==> config.mk <==
export PLATFORM = sky130hd
export DESIGN_NAME = debounce_pulse_gen
export DESIGN_NICKNAME = d
export VERILOG_FILES = /design/src/rtl/debounce_pkg.sv /design/src/rtl/debounce_chan.sv /design/src/rtl/debounce_pulse_gen.sv
export SDC_FILE = /design/constraint.sdc
export NUM_CORES = 1
export LEC_CHECK = 0
export ABC_AREA = 1
export CORE_ASPECT_RATIO = 2
export CORE_UTILIZATION = 35
export CTS_CLUSTER_SIZE = 28
export DETAILED_ROUTE_END_ITERATION = 12
export SLEW_MARGIN = 20
export SYNTH_ARGS = -nofsm -noshare
export SYNTH_HDL_FRONTEND = slang
export SYNTH_SLANG_ARGS = --single-unit
==> constraint.sdc <==
create_clock -name clk_200H -period 3.3 [get_ports clk_200H]
set_input_delay 0.495 -clock clk_200H [delete_from_list [all_inputs] [get_ports clk_200H]]
set_output_delay 0.495 -clock clk_200H [all_outputs]
set_load 0.01 [all_outputs]
==> src/rtl/debounce_pkg.sv <==
// Shared constants for the push-button conditioner: edge-select codes,
// repeat FSM states and a width helper.
package debounce_pkg;

  localparam logic [1:0] EDGE_RISE = 2'd0;
  localparam logic [1:0] EDGE_FALL = 2'd1;
  localparam logic [1:0] EDGE_BOTH = 2'd2;
  localparam logic [1:0] EDGE_NONE = 2'd3;

  typedef enum logic [1:0] {
    ST_IDLE = 2'd0,
    ST_HOLD = 2'd1,
    ST_RPT  = 2'd2
  } rpt_state_e;

  function automatic int maxOf(input int a, input int b);
    return (a > b) ? a : b;
  endfunction

endpackage

==> src/rtl/debounce_chan.sv <==
// One button channel: synchroniser, counter debounce, edge pulse and
// auto-repeat FSM. o_pulseNext lets the parent register a same-cycle OR.
module debounce_chan
  import debounce_pkg::*;
#(
  parameter int SYNC_STAGES = 2,
  parameter int STABLE_CNT  = 3,
  parameter int HOLD_CYC    = 8,
  parameter int RPT_CYC     = 4
) (
  input  logic       i_clk,
  input  logic       i_rst,
  input  logic       i_inp,
  input  logic [1:0] i_edgeMode,
  input  logic       i_repeatEn,
  output logic       o_level,
  output logic       o_pulse,
  output logic       o_pulseNext
);

  localparam int CNT_W = $clog2(STABLE_CNT) + 1;
  localparam int TMR_W = $clog2(maxOf(HOLD_CYC, RPT_CYC)) + 1;
  localparam logic [CNT_W-1:0] CNT_LAST  = CNT_W'(STABLE_CNT - 1);
  localparam logic [TMR_W-1:0] HOLD_LAST = TMR_W'(HOLD_CYC - 1);
  localparam logic [TMR_W-1:0] RPT_LAST  = TMR_W'(RPT_CYC - 1);

  logic [SYNC_STAGES-1:0] r_sync;
  logic                   r_level;
  logic [CNT_W-1:0]       r_cnt;
  logic                   r_pulse;
  rpt_state_e             r_state;
  logic [TMR_W-1:0]       r_tmr;

  logic             w_s;
  logic             w_accept;
  logic             w_acceptRise;
  logic             w_acceptFall;
  logic             w_edgeHit;
  logic             w_rptPulse;
  rpt_state_e       w_stateNext;
  logic [TMR_W-1:0] w_tmrNext;

  assign w_s          = r_sync[SYNC_STAGES-1];
  assign w_accept     = (w_s != r_level) && (r_cnt == CNT_LAST);
  assign w_acceptRise = w_accept && w_s;
  assign w_acceptFall = w_accept && !w_s;

  // A new level is taken only after it has been seen STABLE_CNT edges in a row.
  always_ff @(posedge i_clk) begin
    if (i_rst) begin
      r_sync  <= '0;
      r_level <= 1'b0;
      r_cnt   <= '0;
    end else begin
      r_sync <= {r_sync[SYNC_STAGES-2:0], i_inp};
      if (w_s == r_level) begin
        r_cnt <= '0;
      end else if (r_cnt == CNT_LAST) begin
        r_level <= w_s;
        r_cnt   <= '0;
      end else begin
        r_cnt <= r_cnt + CNT_W'(1);
      end
    end
  end

  always_comb begin
    w_edgeHit = 1'b0;
    if (w_accept) begin
      case (i_edgeMode)
        EDGE_RISE: w_edgeHit = w_s;
        EDGE_FALL: w_edgeHit = !w_s;
        EDGE_BOTH: w_edgeHit = 1'b1;
        default:   w_edgeHit = 1'b0;
      endcase
    end
  end

  always_ff @(posedge i_clk) begin
    if (i_rst) begin
      r_state <= ST_IDLE;
      r_tmr   <= '0;
      r_pulse <= 1'b0;
    end else begin
      r_state <= w_stateNext;
      r_tmr   <= w_tmrNext;
      r_pulse <= o_pulseNext;
    end
  end

  // Leaving HOLD/RPT takes priority, so the exit edge never also repeats.
  always_comb begin
    w_stateNext = r_state;
    w_tmrNext   = r_tmr;
    w_rptPulse  = 1'b0;
    case (r_state)
      ST_IDLE: begin
        if (w_acceptRise && i_repeatEn) begin
          w_stateNext = ST_HOLD;
          w_tmrNext   = '0;
        end
      end
      ST_HOLD: begin
        if (w_acceptFall || !i_repeatEn) begin
          w_stateNext = ST_IDLE;
          w_tmrNext   = '0;
        end else if (r_tmr == HOLD_LAST) begin
          w_rptPulse  = 1'b1;
          w_stateNext = ST_RPT;
          w_tmrNext   = '0;
        end else begin
          w_tmrNext = r_tmr + TMR_W'(1);
        end
      end
      ST_RPT: begin
        if (w_acceptFall || !i_repeatEn) begin
          w_stateNext = ST_IDLE;
          w_tmrNext   = '0;
        end else if (r_tmr == RPT_LAST) begin
          w_rptPulse = 1'b1;
          w_tmrNext  = '0;
        end else begin
          w_tmrNext = r_tmr + TMR_W'(1);
        end
      end
      default: begin
        w_stateNext = ST_IDLE;
        w_tmrNext   = '0;
      end
    endcase
  end

  assign o_pulseNext = w_edgeHit | w_rptPulse;
  assign o_level     = r_level;
  assign o_pulse     = r_pulse;

endmodule

==> src/rtl/debounce_pulse_gen.sv <==
// N-channel push-button conditioner: independent debounce channels plus a
// registered any_pulse that lines up with the per-channel pulses.
module debounce_pulse_gen
  import debounce_pkg::*;
#(
  parameter int N_CH        = 2,
  parameter int SYNC_STAGES = 2,
  parameter int STABLE_CNT  = 3,
  parameter int HOLD_CYC    = 8,
  parameter int RPT_CYC     = 4
) (
  input  logic            clk_200H,
  input  logic            rst,
  input  logic [N_CH-1:0] inp,
  input  logic [1:0]      edge_mode,
  input  logic            repeat_en,
  output logic [N_CH-1:0] level,
  output logic [N_CH-1:0] pulse,
  output logic            any_pulse
);

  logic [N_CH-1:0] w_pulseNext;
  logic            r_anyPulse;

  for (genvar g = 0; g < N_CH; g++) begin : g_chan
    debounce_chan #(
      .SYNC_STAGES(SYNC_STAGES),
      .STABLE_CNT (STABLE_CNT),
      .HOLD_CYC   (HOLD_CYC),
      .RPT_CYC    (RPT_CYC)
    ) u_chan (
      .i_clk      (clk_200H),
      .i_rst      (rst),
      .i_inp      (inp[g]),
      .i_edgeMode (edge_mode),
      .i_repeatEn (repeat_en),
      .o_level    (level[g]),
      .o_pulse    (pulse[g]),
      .o_pulseNext(w_pulseNext[g])
    );
  end

  // Built from the channels' next-pulse values so it asserts with them.
  always_ff @(posedge clk_200H) begin
    if (rst) begin
      r_anyPulse <= 1'b0;
    end else begin
      r_anyPulse <= |w_pulseNext;
    end
  end

  assign any_pulse = r_anyPulse;

endmodule

==> reports/summary.md <==
The run finished with clean final reports. The analysis attributes to cell leakage a power of 0.738 nW. The first global-routing pass estimated 5320 µm of wire.

Most frequently used flop master after synthesis: dfxtp_1. The clock transition at the registers of the reported paths works out to 0.09 ns. In the layout the commonest cells are nand2_1 (47), inv_1 (30), nor2_1 (29). The tools report the buffer type at the clock tree root as clkbuf_8.

The number of warnings printed during yosys synthesis was 0; the number of vias per cell was 4.71. Number of enable-type register cells in the synthesized netlist: 0. The total routing usage reported by global routing came out at 0.149. At the pin with the least slew margin, the transition time is 0.472 ns. The internal portion of the total power is 0.491 mW. The fraction of final layout cells with drive strength greater than 1 works out to 0.0796. By area the synthesized netlist is led by dfxtp_1 (35%), nand2_1 (11%), ha_1 (9.8%), inv_1 (7.3%), nor2_1 (7.1%).

The global-route congestion overflow total was 0; the depth of the worst register-to-register path was 9. The post-detailed-route DRC marker count came out at 0. The die is 95.7 µm tall.

The number of routed nets with antenna violations is 0. Endpoint kind of the worst setup timing path: a flip-flop. The run gives 2 as the number of buffers on the longest clock path.

The violation count after the first detailed-routing iteration was 15. Number of diodes: 0. The synthesized netlist occupies a cell area of 1540 µm².

The worst register-to-register path ends at g_chan[0].u_chan.r_tmr[3]. The part of the total power dissipated in sequential elements is 0.512. For the worst setup path, the data required time is 3.51 ns. Clock tree synthesis found a total of 27 sinks.

The floorplan step set the die width to 48.9 µm. STA puts the critical path data arrival time at 2.06 ns. The logs give 4 for the first-pass iteration count of the detailed router and 451 for the fill cell total of the finished layout.

The worst hold path passes through 2 cells. The post-layout net count was 246; the last weighted congestion value of the routability-driven placer was 0.776. The logs give 33 for the placement row count and 15 for the pin count of the biggest net entering global routing. The number of antenna violations at the first check in global routing is 0.

The worst-case headroom to the max-slew limit is 0.685. Setup repair after global routing left no endpoint under its margin. The total area inside the core boundary comes to 4170 µm². The routed design has 3030 µm of wire.

The number of hold violations in the final report is 0, and the count of vias placed by the detailed router is 1,310. Buffers added to address setup during post-CTS repair amount to 0. Based on the critical path, the design can be clocked at up to 540 MHz. The largest driver fanout on the critical path is 12.

The switching portion of total power is 0.304. TritonCTS built the clock tree. In this run the register-to-register setup slack is 1.80 ns. The run gives 0.263 as the share of power burned in the clock network. In the final routed layout, each cell accounts on average for 10.9 µm.

Once the clock tree was built, the resizer swapped 0 gates to a different size. The portion of the clock cycle consumed by the worst path in the final layout works out to 0.561. In this run the most critical hold path is launched from g_chan[1].u_chan.r_sync[0]. Number of max-slew violations in the final report: 0. In this run, synthesis produced a sequential element count of 27. The post-synthesis cell count was 219; the final period demand of the worst path was 1.85 ns. In this run, post-CTS hold repair placed 0 buffers.

The tools report the part of the total power dissipated in combinational logic as 0.225. Synthesis produced a netlist with a net count of 238. Cell taking the most area after synthesis: dfxtp_1. The run gives 1 as the deepest level of the CTS H-tree.

The most common cell after layout, fill and taps aside was nand2_1. A synthesized cell averages 7.02 µm². Summed over all nets, the switching power comes to 0.214 mW.

The fraction of the yosys area taken by sequential cells was 0.352. For hold timing, the worst endpoint is g_chan[1].u_chan.r_sync[1]. The kind of path behind the tightest hold check is flip-flop to flip-flop.

The fraction of synthesis flops using an asynchronous set or reset pin was 0. The nature of the critical path startpoint was an input pin. The tools report the setup total negative slack as 0 ns. The worst register-to-register path begins at g_chan[0].u_chan.r_cnt[0].

The count of input and output buffers is 11, and the power density relative to cell area is 414 nW/µm². For the number of distinct library cells after synthesis, the log shows 24. The top-area cell type share of the netlist area was 0.352; the max-capacitance violation count was 0. The die covers 4670 µm². For the final database, setup skew stands at 0.00629 ns. VDD sags by at most 0.287 mV. The logs give 12 for the count of pins on the block boundary and 1,288 for the number of global-route vias before repair. From synthesis to final layout, the design area changed by 10.9%. TritonCTS created 3 clock buffers. At the later pin of the worst-skew pair, clock insertion delay measures 0.27 ns.

The critical path class is input pin to flip-flop. The run gives 0.368 as the starting density of the core. The number of failing setup endpoints in the final timing report is 0.

The worst hold slack is 0.409 ns. Summed over all nets, the half-perimeter wirelength after detailed placement is 2420 µm.
stage by stage:
stage,instances,utilization,setup WS [ns],power (mW),cell area (µm²)
final,278,0.409,1.45,0.705,1700
after global routing,278,0.409,1.31,0.748,1700
after CTS,278,0.409,1.47,0.720,1700
after detailed placement,274,0.398,1.18,0.530,1660
after global placement,274,0.398,1.20,0.530,1660
after floorplan,219,-,1.98,0.488,1540
flip-flops by register name, summed over array words and instances, names as in the netlist:
name	flops
any_pulse	1
g_chan.u_chan.o_pulse	2
g_chan.u_chan.o_level	2
g_chan.u_chan.r_sync	4
g_chan.u_chan.r_cnt	6
g_chan.u_chan.r_tmr	8
g_chan.u_chan.r_state	4
cells in the mapped netlist, types with 3 or more instances:
| master | instances |
|---|---|
| nor2_1 | 29 |
| dfxtp_1 | 27 |
| buf_2 | 3 |
| buf_4 | 5 |
| nand4_1 | 6 |
| a21oi_1 | 14 |
| nor2_2 | 5 |
| nand3_1 | 12 |
| nand2_1 | 47 |
| o21ai_0 | 8 |
| ha_1 | 12 |
| xnor2_1 | 3 |
| inv_2 | 5 |
| inv_1 | 30 |
| xor2_1 | 4 |
worst max-delay path: stages:
cell,delay (ns)
clkdlybuf4s50_1,0.75
nand3_1,0.18
o21ai_2,0.20
nand2_1,0.08
or2_1,0.22
a21oi_2,0.12
worst max-delay path by stage:
stage,from,slack (ns),endpoint,depth (start not counted)
floorplan,g_chan[1].u_chan.r_cnt[0],1.98,g_chan[1].u_chan.r_state[1],11
global placement,repeat_en,1.20,g_chan[0].u_chan.r_state[1],6
detailed placement,repeat_en,1.18,g_chan[0].u_chan.r_state[1],6
CTS,repeat_en,1.47,g_chan[0].u_chan.r_state[1],6
global route,repeat_en,1.31,g_chan[0].u_chan.r_tmr[2],7
finish,repeat_en,1.45,g_chan[0].u_chan.r_state[1],6
power groups by stage:
stage	registers (mW)	clock network, mW	logic (mW)
6_report	0.361	0.185	0.159
5_1_grt	0.365	0.203	0.180
4_1_cts	0.362	0.197	0.161
3_3_place_gp	0.370	0	0.160
2_1_floorplan	0.364	0	0.124
3_5_place_dp	0.369	0	0.161
cells by family after synthesis:
| family | count (synthesis) | share of synthesized area |
|---|---|---|
| compound gates | 26 | 0.0985 |
| xor+xnor | 7 | 0.0399 |
| fa+ha+maj | 12 | 0.0977 |
| buf+inv | 43 | 0.120 |
| flops | 27 | 0.352 |
| simple gates | 104 | 0.292 |
layout make-up:
| class | count | area, µm² | area share |
|---|---|---|---|
| Clock buffer | 4 | 45.0 | 0.0264 |
| Inverter | 35 | 131 | 0.0771 |
| Multi-Input combinational cell | 149 | 812 | 0.477 |
| Sequential cell | 27 | 541 | 0.317 |
| Tap cell | 52 | 65.1 | 0.0382 |
| Timing Repair Buffer | 11 | 110 | 0.0646 |
per-layer routing:
metal / vias up / track usage / routed length (µm)
met1: 576 / 0.131 / 1160
li1: 696 / - / -
met4: 0 / 0.113 / 153
met3: 13 / 0.0190 / 74
met2: 25 / 0.299 / 1640
met5: - / 0 / 0
(Power assumes the default switching activity.)
==> RTL edit: new RTL, config.mk and constraints unchanged <==
`RPT_CYC` is set to 4 in 2 places; all go to 8.
--- a/src/rtl/debounce_chan.sv
+++ b/src/rtl/debounce_chan.sv
@@ -8,3 +8,3 @@
   parameter int HOLD_CYC    = 8,
-  parameter int RPT_CYC     = 4
+  parameter int RPT_CYC     = 8
 ) (
--- a/src/rtl/debounce_pulse_gen.sv
+++ b/src/rtl/debounce_pulse_gen.sv
@@ -9,3 +9,3 @@
   parameter int HOLD_CYC    = 8,
-  parameter int RPT_CYC     = 4
+  parameter int RPT_CYC     = 8
 ) (
Check against the original RTL: same outputs for any inputs over 10 cycles, from zero or initial values and one cycle with rst high; that may be too few to reach the edited logic, so the function may still have changed.
==> RTL edit against the original RTL <==
- synthesized area fell by 6.9%
- clock skew is 0.0012 ns lower
- routed wire length down 18%
- largest cell class unchanged
- final area down 6.4%
- register-to-register slack improved by 0.06 ns
- hold slack barely moved
- worst setup slack better by 0.11 ns
- count of clock-buffer cells in the layout did not move
- sequential cell count did not move
- critical path depth down 5
Power is not compared: it rests on default switching activity, and its combinational part moved more than twofold at a synthesized area within 25%.
==> RTL edit: results (changes against the original RTL) <==
Setup Skew=0.00506 ns (was 0.00629 ns); DRT iter0 DRCs=5 (was 15); pre-CTS setup slack=1.26 ns (was 1.18 ns); #MultiIn Comb=137 (was 149); PostCTS Resize Cnt=0 (unchanged); port buffer count=11 (unchanged); xor/xnor cell area share of the yosys netlist=3.06% (was 3.99%); Final nets=233 (was 246); initial antenna violation count=0 (unchanged); antenna fix cells=0 (unchanged); first-pass GRT wire length=4.71 mm (was 5.32 mm); vias in the first global route=1203 (was 1288); GR Util met1=15.3% (was 13.1%); largest net degree at the start of global routing=19 (was 15); Crit path max-delay family=buffers and inverters (unchanged); Placed Area=1550 um^2 (was 1660 um^2); met3 Use GR=1.75% (was 1.90%); sequential share of the synthesized area=37.8% (was 35.2%); Routed WL=2.49 mm (was 3.03 mm); Clock Tree Buf Depth=2 (unchanged); WL/cell=9.44 um (was 10.9 um); layout cell share with drive strength beyond 1=4.23% (was 7.96%); biggest regs=g_chan.u_chan.r_tmr: 8 flops, g_chan.u_chan.r_cnt: 6 flops (unchanged); Arrival @ worst endpoint=1.24 ns (was 2.06 ns); Total Routing Usage GR=14.5% (was 14.9%); filler cell count in the final layout=419 (was 451); syn_area_per_cell=6.98 um^2 (was 7.02 um^2); worst-path fanout max=5 (was 12); drt via density=4.45 (was 4.71); Non-clock buffer share=6.90% (was 6.46%); Synth area leaders=dfxtp_1 38%, nand2_1 12%, ha_1 10% (was dfxtp_1 35%, nand2_1 11%, ha_1 9.8%); Detail Placement HPWL=1.94 mm (was 2.42 mm); Worst Tran Pin Value=0.540 ns (was 0.472 ns); gpl congestion=0.791 (was 0.776); multi-input gate share of the layout cell area=44.4% (was 47.7%); post-synth net total=224 (was 238); clk tree area frac=2.82% (was 2.64%); Mapped Cells=205 (was 219); Synth Area in Compound Gates=8.84% (was 9.85%); mux cell area share after synthesis=0% (unchanged); max incr delay on CP=0.57 ns (was 0.75 ns); yosys warns=0 (unchanged); area of the multi-input gates=708 um^2 (was 812 um^2); met2 Use GR=25.7% (was 29.9%); invs w/o clock=34 (was 35); outcome=finished clean (unchanged); Synth Area in Adders=10.5% (was 9.77%); Yosys cell types=17 (was 24); worst-path cell with the longest stage delay=clkdlybuf4s50_1 (unchanged); clk_lat worst skew=0.27 ns (about the same); Storage cell area=541 um^2 (unchanged); maximum VDD drop=0.372 mV; Post-synth top cells=46 x nand2_1, 35 x nor2_1, 34 x inv_1 (was 47 x nand2_1, 30 x inv_1, 29 x nor2_1)
[RTL edit: cell count changes after synthesis, moves of 2 or more]
cell,before,now
nor2_2,5,3
nand4_1,6,0
inv_1,30,34
a21oi_1,14,12
buf_2,3,1
inv_2,5,0
nor2_1,29,35
[RTL edit: path summary, 6_finish.rpt]
path / endpoint / slack (ns) / start / cells past startpoint
hold reg to reg: g_chan[1].u_chan.r_sync[1] / 0.41 / g_chan[1].u_chan.r_sync[0] / 2
setup / recovery: level[0] / 1.56 / g_chan[0].u_chan.o_level / 1
hold / removal: g_chan[1].u_chan.r_sync[1] / 0.41 / g_chan[1].u_chan.r_sync[0] / 2
setup reg to reg: any_pulse / 1.86 / g_chan[0].u_chan.r_cnt[0] / 11
[RTL edit: per-layer routing]
metal	share of wire (%)	wire (um)
met2	54	1350
met3	1.8	44
met5	0	0
met4	3.3	82
met1	41	1010
[RTL edit: power breakdown]
part,internal [mW],switching [mW]
clock network,0.0865,0.101
registers,0.387,0.0535
logic,0.163,0.249
